$ cat config.mk
export PLATFORM = sky130hd
export DESIGN_NAME = mpu_imem_port_arbiter
export DESIGN_NICKNAME = d
export VERILOG_FILES = /design/src/rtl/mpu_pkg.sv /design/src/rtl/mpu_fair_counter.sv /design/src/rtl/mpu_imem_port_arbiter.sv
export SDC_FILE = /design/constraint.sdc
export NUM_CORES = 1
export LEC_CHECK = 0
export ABC_CLOCK_PERIOD_IN_PS = 4550
export CAP_MARGIN = 20
export CORE_AREA = 2 2 102 104
export DETAILED_ROUTE_END_ITERATION = 8
export DIE_AREA = 0 0 104 106
export HOLD_SLACK_MARGIN = 0.06
export PLACE_DENSITY = 0.65
export SLEW_MARGIN = 20
export SYNTH_ARGS = -nofsm -noshare
export SYNTH_HDL_FRONTEND = slang
export SYNTH_HIERARCHICAL = 1
export SYNTH_SLANG_ARGS = --single-unit
$ cat constraint.sdc
create_clock -name clk -period 4.55 [get_ports clk]
set_input_delay 1.1375 -clock clk [delete_from_list [all_inputs] [get_ports clk]]
set_output_delay 1.1375 -clock clk [all_outputs]
set_load 0.05 [all_outputs]
$ cat src/rtl/mpu_pkg.sv
// mpu_pkg
//   Shared types and helpers for the MPU instruction-memory port logic.
//   owner_t      : who owns the RAM response currently in flight
//   bswap32      : 32-bit byte reversal used on the bridge data path
//   BRIDGE_PAGE_DEFAULT : bridge_addr[31:24] value that selects the instruction RAM
package mpu_pkg;

    typedef enum logic [1:0] {
        OWN_NONE = 2'd0,
        OWN_CPU  = 2'd1,
        OWN_BRG  = 2'd2
    } owner_t;

    localparam logic [7:0]  BRIDGE_PAGE_DEFAULT = 8'h80;
    localparam int unsigned FAIR_CNT_W          = 4;

    function automatic logic [31:0] bswap32(input logic [31:0] d);
        return {d[7:0], d[15:8], d[23:16], d[31:24]};
    endfunction

endpackage

$ cat src/rtl/mpu_fair_counter.sv
// mpu_fair_counter
//   Saturating event counter. Counts i_inc pulses up to i_limit, clears on
//   i_clear (clear has priority over increment).
// Ports
//   clk        in   core clock
//   reset_n    in   synchronous, active-low reset
//   i_clear    in   return count to 0
//   i_inc      in   count one event
//   i_limit    in   saturation value
//   o_at_limit out  count has reached i_limit
module mpu_fair_counter
    import mpu_pkg::*;
#(
    parameter int unsigned CNT_W = FAIR_CNT_W
) (
    input  logic             clk,
    input  logic             reset_n,
    input  logic             i_clear,
    input  logic             i_inc,
    input  logic [CNT_W-1:0] i_limit,
    output logic             o_at_limit
);

    logic [CNT_W-1:0] r_count;

    always_ff @(posedge clk) begin
        if (!reset_n) begin
            r_count <= '0;
        end else if (i_clear) begin
            r_count <= '0;
        end else if (i_inc && (r_count < i_limit)) begin
            r_count <= r_count + 1'b1;
        end
    end

    assign o_at_limit = (r_count >= i_limit);

endmodule

$ cat src/rtl/mpu_imem_port_arbiter.sv
// mpu_imem_port_arbiter
//   Shares port B of the MPU instruction BRAM between the iBus fetch and the
//   APF bridge, one access slot per clk. Bridge wins by default; a fairness
//   counter hands the slot to a waiting fetch after BURST_MAX bridge grants.
//   A one-deep tag routes the 1-cycle-latency RAM response back to its owner.
// Ports
//   clk, reset_n                 clock, synchronous active-low reset
//   i_cpu_hold                   MPU held in reset, fetch never granted
//   i_little_endian              0: byte-swap bridge data both directions
//   i_ibus_cmd_*, o_ibus_cmd_ready   fetch request / combinational grant
//   o_ibus_rsp_*                 instruction response
//   i_br_req_*, o_br_req_ready   bridge request / combinational grant
//   o_br_rsp_*                   bridge read response
//   o_ram_*, i_ram_q             RAM port B (registered read data)
//   o_busy                       slot or response in flight
module mpu_imem_port_arbiter
    import mpu_pkg::*;
#(
    parameter logic [7:0]  BRIDGE_PAGE = BRIDGE_PAGE_DEFAULT,
    parameter int unsigned WADDR_W     = 22,
    parameter int unsigned BURST_MAX   = 4
) (
    input  logic               clk,
    input  logic               reset_n,
    input  logic               i_cpu_hold,
    input  logic               i_little_endian,
    input  logic               i_ibus_cmd_valid,
    input  logic [31:0]        i_ibus_cmd_pc,
    output logic               o_ibus_cmd_ready,
    output logic               o_ibus_rsp_valid,
    output logic [31:0]        o_ibus_rsp_inst,
    input  logic               i_br_req_valid,
    input  logic               i_br_req_we,
    input  logic [31:0]        i_br_req_addr,
    input  logic [31:0]        i_br_req_wdata,
    output logic               o_br_req_ready,
    output logic               o_br_rsp_valid,
    output logic [31:0]        o_br_rsp_rdata,
    output logic [WADDR_W-1:0] o_ram_addr,
    output logic               o_ram_rden,
    output logic               o_ram_wren,
    output logic [31:0]        o_ram_wdata,
    input  logic [31:0]        i_ram_q,
    output logic               o_busy
);

    localparam logic [FAIR_CNT_W-1:0] FAIR_LIMIT = FAIR_CNT_W'(BURST_MAX);

    owner_t r_tag;
    logic   r_rsp_zero;     // bridge response is for an off-page read: return 0

    owner_t w_tag_d;
    logic   w_rsp_zero_d;
    logic   w_fetch_pend;
    logic   w_fair_at_limit;
    logic   w_cpu_grant;
    logic   w_brg_grant;
    logic   w_on_page;
    logic   w_unused_addr_bits;

    assign w_unused_addr_bits = ^{i_ibus_cmd_pc, i_br_req_addr};

    // Grants are forced off during reset so no RAM access can happen.
    always_comb begin
        w_fetch_pend = i_ibus_cmd_valid & ~i_cpu_hold;
        w_brg_grant  = reset_n & i_br_req_valid & ~(w_fetch_pend & w_fair_at_limit);
        w_cpu_grant  = reset_n & w_fetch_pend & ~w_brg_grant;
        w_on_page    = (i_br_req_addr[31:24] == BRIDGE_PAGE);
    end

    mpu_fair_counter #(
        .CNT_W      (FAIR_CNT_W)
    ) u_fair_counter (
        .clk        (clk),
        .reset_n    (reset_n),
        .i_clear    (~w_fetch_pend | w_cpu_grant),
        .i_inc      (w_brg_grant & w_fetch_pend),
        .i_limit    (FAIR_LIMIT),
        .o_at_limit (w_fair_at_limit)
    );

    // Slot decode: RAM port controls and the tag for next cycle's response.
    always_comb begin
        o_ibus_cmd_ready = w_cpu_grant;
        o_br_req_ready   = w_brg_grant;
        o_ram_addr       = '0;
        o_ram_rden       = 1'b0;
        o_ram_wren       = 1'b0;
        o_ram_wdata      = '0;
        w_tag_d          = OWN_NONE;
        w_rsp_zero_d     = 1'b0;

        if (w_cpu_grant) begin
            o_ram_addr = i_ibus_cmd_pc[WADDR_W+1:2];
            o_ram_rden = 1'b1;
            w_tag_d    = OWN_CPU;
        end else if (w_brg_grant) begin
            if (w_on_page) begin
                o_ram_addr = i_br_req_addr[WADDR_W+1:2];
                if (i_br_req_we) begin
                    o_ram_wren  = 1'b1;
                    o_ram_wdata = i_little_endian ? i_br_req_wdata : bswap32(i_br_req_wdata);
                end else begin
                    o_ram_rden = 1'b1;
                    w_tag_d    = OWN_BRG;
                end
            end else if (!i_br_req_we) begin
                // Off-page read still owes a (zero) response; off-page write is dropped.
                w_tag_d      = OWN_BRG;
                w_rsp_zero_d = 1'b1;
            end
        end
    end

    always_ff @(posedge clk) begin
        if (!reset_n) begin
            r_tag      <= OWN_NONE;
            r_rsp_zero <= 1'b0;
        end else begin
            r_tag      <= w_tag_d;
            r_rsp_zero <= w_rsp_zero_d;
        end
    end

    // Response mux; gated by reset_n so a response in flight at reset is discarded.
    always_comb begin
        o_ibus_rsp_valid = reset_n & (r_tag == OWN_CPU);
        o_br_rsp_valid   = reset_n & (r_tag == OWN_BRG);
        o_ibus_rsp_inst  = o_ibus_rsp_valid ? i_ram_q : 32'h0;
        o_br_rsp_rdata   = 32'h0;
        if (o_br_rsp_valid && !r_rsp_zero) begin
            o_br_rsp_rdata = i_little_endian ? i_ram_q : bswap32(i_ram_q);
        end
        o_busy = reset_n & (w_cpu_grant | w_brg_grant | (r_tag != OWN_NONE));
    end

endmodule
==> reports/summary.txt <==
STATUS
---------------------------------------------------------------------------------
Status                                                               finished clean

TIMING
---------------------------------------------------------------------------------
Unrepaired setup endpoints after global routing                             false
Min Clock Period, post-route                                              4.46 ns
Peak clock frequency supported by timing                                  224 MHz
Slew Viols, Final                                                               0
Max-slew headroom at the worst pin                                          0.668
Final-report setup violation count                                              0
Final clock skew                                                      0.000213 ns
Final number of hold-violating endpoints                                        0
Setup tns final                                                              0 ns
Actual slew at the worst max-slew pin                                    0.496 ns
Part of the cycle the worst path needs                                      0.981
Hold slack                                                               0.507 ns

FINAL LAYOUT
---------------------------------------------------------------------------------
Leading cell types in the layout, fill and taps excluded             sky130_fd_sc_hd__buf_12, sky130_fd_sc_hd__clkdlybuf4s50_1, sky130_fd_sc_hd__mux2i_1
Area grow syn2layout                                                         192%
Area used by multi-input combinational logic                             1760 um2
Proportion of layout cells with a drive suffix above 1                      0.294
Number of filler cells placed in the layout                                   847
Most common cell after layout, fill and taps aside                   sky130_fd_sc_hd__buf_12
Nets@finish                                                                   651
FF/Latch Area                                                             140 um2
Antenna diode count                                                             0

WORST SETUP PATH
---------------------------------------------------------------------------------
Critical-path top delay cell                                         sky130_fd_sc_hd__or4b_1
Maximum single-stage delay on the critical path                           0.61 ns
Crit. End Element                                                      output pin
Data required time of the worst path                                      3.41 ns
Category of the most critical setup path                                in -> out
Most frequent cell on the critical path                              sky130_fd_sc_hd__buf_12
Cells along the critical path                                        clkdlybuf4s50_1, or4b_1, or4_4, buf_12, nor2_1, buf_12
Largest fanout on the critical path                                            12
Crit path DAT                                                             3.33 ns
Critical Path Start Type                                               input port

HOLD PATH
---------------------------------------------------------------------------------
Worst min-delay path class                                             reg -> reg

YOSYS
---------------------------------------------------------------------------------
Sequential-to-total area share from yosys stat                             0.0691
Portion of synthesized cell area occupied by the leading cell type          0.316
Number of register bits inferred by synthesis                                   7
Cell type with the largest total area after synthesis                sky130_fd_sc_hd__mux2i_1
Cell count after synthesis                                                    273
Post-synth design cell area                                              2030 um2
Number of distinct library cells after synthesis                               40
Total number of yosys warnings                                                  6
Avg Synthesized Cell Area                                                7.43 um2
Most area-consuming cells after synthesis                            sky130_fd_sc_hd__mux2i_1, sky130_fd_sc_hd__nor2_1, sky130_fd_sc_hd__and2_1

DRT
---------------------------------------------------------------------------------
Remaining routing DRC violations                                                0
Number of vias per cell after detailed routing                               4.53
Per-cell routed wire length                                               15.6 um
DRT iter0 DRCs                                                                 83
Total vias in the final route                                                2929
Antenna viol nets, final                                                        0
Routed Wire Length                                                       10100 um
Number of iterations in the first detailed-routing pass                         4

GLOBAL ROUTE
---------------------------------------------------------------------------------
Largest net degree at the start of global routing                              37
GRT Resource Usage Total                                                    0.171
Final global-route overflow total                                               0
Via count of the first global-routing pass                                   2878
Wire length of the first global-routing pass                             15500 um
Antenna violations before repair                                                0

FLOORPLAN
---------------------------------------------------------------------------------
Initial core utilization                                                    0.203
Area enclosed by the die boundary                                       11000 um2
Vertical extent of the die                                                 106 um
Rows                                                                           37
Number of I/O pins                                                            260
Core region area                                                        10000 um2
Horiz. Die Dim                                                             104 um

PWR
---------------------------------------------------------------------------------
Power share of the clock group                                              0.184
Combinational cell fraction of total power                                  0.682
Power density over the cells                                          79.7 nW/um2
Internal power of the cells                                                306 uW
Peak VDD IR                                                              0.122 mV
Sequential power share                                                      0.135
Switching component of the power                                           166 uW
Static leakage power                                                      2.46 nW
Proportion of total power due to net switching                              0.352

CTS
---------------------------------------------------------------------------------
Post-CTS Repair Setup Buffers                                                   0
Clock root buffer master                                             sky130_fd_sc_hd__clkbuf_8
CTS tree                                                                    built
H-tree Lvls                                                                     1
Number of clock buffers inserted by TritonCTS                                   3
Resize count post-CTS                                                           0
Buffer depth of the longest clock path                                          2
Post-CTS Hold Fix Bufs                                                          0
Clock transition at the registers of the reported paths                   0.04 ns
# clock sinks                                                                   7
Clock insertion delay at the later pin of the skew report                 0.23 ns

RUN
---------------------------------------------------------------------------------
Max-capacitance violation count                                                 0

PLACED DESIGN
---------------------------------------------------------------------------------
Detailed-placement wirelength estimate                                    8720 um
Final GP Congestion                                                         0.806
Number of input and output port buffers inserted                              247

final timing paths:
check	from	endpoint	slack, ns	cells after the start
max	i_br_req_addr[29]	o_ram_wdata[13]	0.09	6
min	u_fair_counter/r_count[3]$_SDFFE_PP0P_	u_fair_counter/r_count[3]$_SDFFE_PP0P_	0.51	2
max reg2reg	u_fair_counter/r_count[1]$_SDFFE_PP0P_	u_fair_counter/r_count[2]$_SDFFE_PP0P_	1.99	11
min reg2reg	u_fair_counter/r_count[3]$_SDFFE_PP0P_	u_fair_counter/r_count[3]$_SDFFE_PP0P_	0.51	2
per-layer routing:
metal	part of all wire	wire length [um]	track usage
met5	0	0	0
met1	0.38	3830	0.196
met3	0.064	644	0.0392
met4	0.016	163	0.0299
met2	0.54	5460	0.328
worst max-delay path: cells and delay by family:
kind,cells,cell delay [ns]
AND/OR/NAND/NOR,3,1.41
buffers and inverters,3,0.78
power by group through the flow:
stage               Combinational, mW  Sequential (mW)  Clock (mW)
floorplan                       0.129           0.0642           0
global placement                0.316           0.0643           0
detailed placement              0.322           0.0644           0
CTS                             0.324           0.0634      0.0887
global route                    0.339           0.0634      0.0958
finish                          0.322           0.0634      0.0866
cell type report:
cell class              count  share of cell area
flip-flops and latches      7              0.0237
clock buffers               4             0.00761
multi-input cells         239               0.297
repair buffers            254               0.639
inverters                   6             0.00380
well taps                 136              0.0287
Yosys cell counts:
library cell and count:
sky130_fd_sc_hd__buf_8 1, sky130_fd_sc_hd__ha_1 5, sky130_fd_sc_hd__nand2_1 4, sky130_fd_sc_hd__o21ai_0 3, sky130_fd_sc_hd__o211a_1 1, sky130_fd_sc_hd__or4_4 2
sky130_fd_sc_hd__conb_1 2, sky130_fd_sc_hd__nor3b_1 1, sky130_fd_sc_hd__nor2b_4 1, sky130_fd_sc_hd__o41a_1 1, sky130_fd_sc_hd__inv_1 6, sky130_fd_sc_hd__buf_6 3
sky130_fd_sc_hd__and2_1 33, sky130_fd_sc_hd__nand3_1 5, sky130_fd_sc_hd__buf_2 1, sky130_fd_sc_hd__a21oi_2 1, sky130_fd_sc_hd__and3_1 2, sky130_fd_sc_hd__a22o_1 22
sky130_fd_sc_hd__nor2b_1 1, sky130_fd_sc_hd__or4b_1 1, sky130_fd_sc_hd__a21boi_0 1, sky130_fd_sc_hd__nor4b_1 1, sky130_fd_sc_hd__nor2_1 58, sky130_fd_sc_hd__nor4_2 1
sky130_fd_sc_hd__nor2_4 10, sky130_fd_sc_hd__nor4_1 1, sky130_fd_sc_hd__a21oi_1 3, sky130_fd_sc_hd__mux2_2 1, sky130_fd_sc_hd__clkbuf_1 12, sky130_fd_sc_hd__a31o_2 1
sky130_fd_sc_hd__dfxtp_1 7, sky130_fd_sc_hd__mux2i_1 64, sky130_fd_sc_hd__and3b_1 2, sky130_fd_sc_hd__or3_1 2, sky130_fd_sc_hd__nand4_1 1, sky130_fd_sc_hd__buf_1 6
sky130_fd_sc_hd__nand2b_1 3, sky130_fd_sc_hd__o211ai_1 1, sky130_fd_sc_hd__nor3_1 1, sky130_fd_sc_hd__and4_1 1
sequential cells by signal (all words and copies together), names as in the netlist:
name	flops
r_tag	2
u_fair_counter/r_count	4
r_rsp_zero	1
metrics by stage:
stage,power [mW],util,worst slack (ns),std cells,area [um2]
after floorplan,0.193,-,0.300,275,2040
after global placement,0.380,0.587,0.0736,642,5870
after detailed placement,0.386,0.587,0.0604,642,5870
after CTS,0.476,0.592,0.0535,646,5920
after global routing,0.498,0.592,0.0122,646,5920
final,0.472,0.592,0.0865,646,5920
cell families (layout without fill, tap and decap cells):
logic type      count (synthesis)  after routing  share of synthesized area
fa+ha+maj                       5              5                     0.0308
flops                           7              7                     0.0691
compound gates                 34             34                      0.136
mux                            65             65                      0.321
buf+inv                        29            264                     0.0709
simple gates                  131            131                      0.368
other cells                     2              4                    0.00370
(Power assumes the default switching activity.)
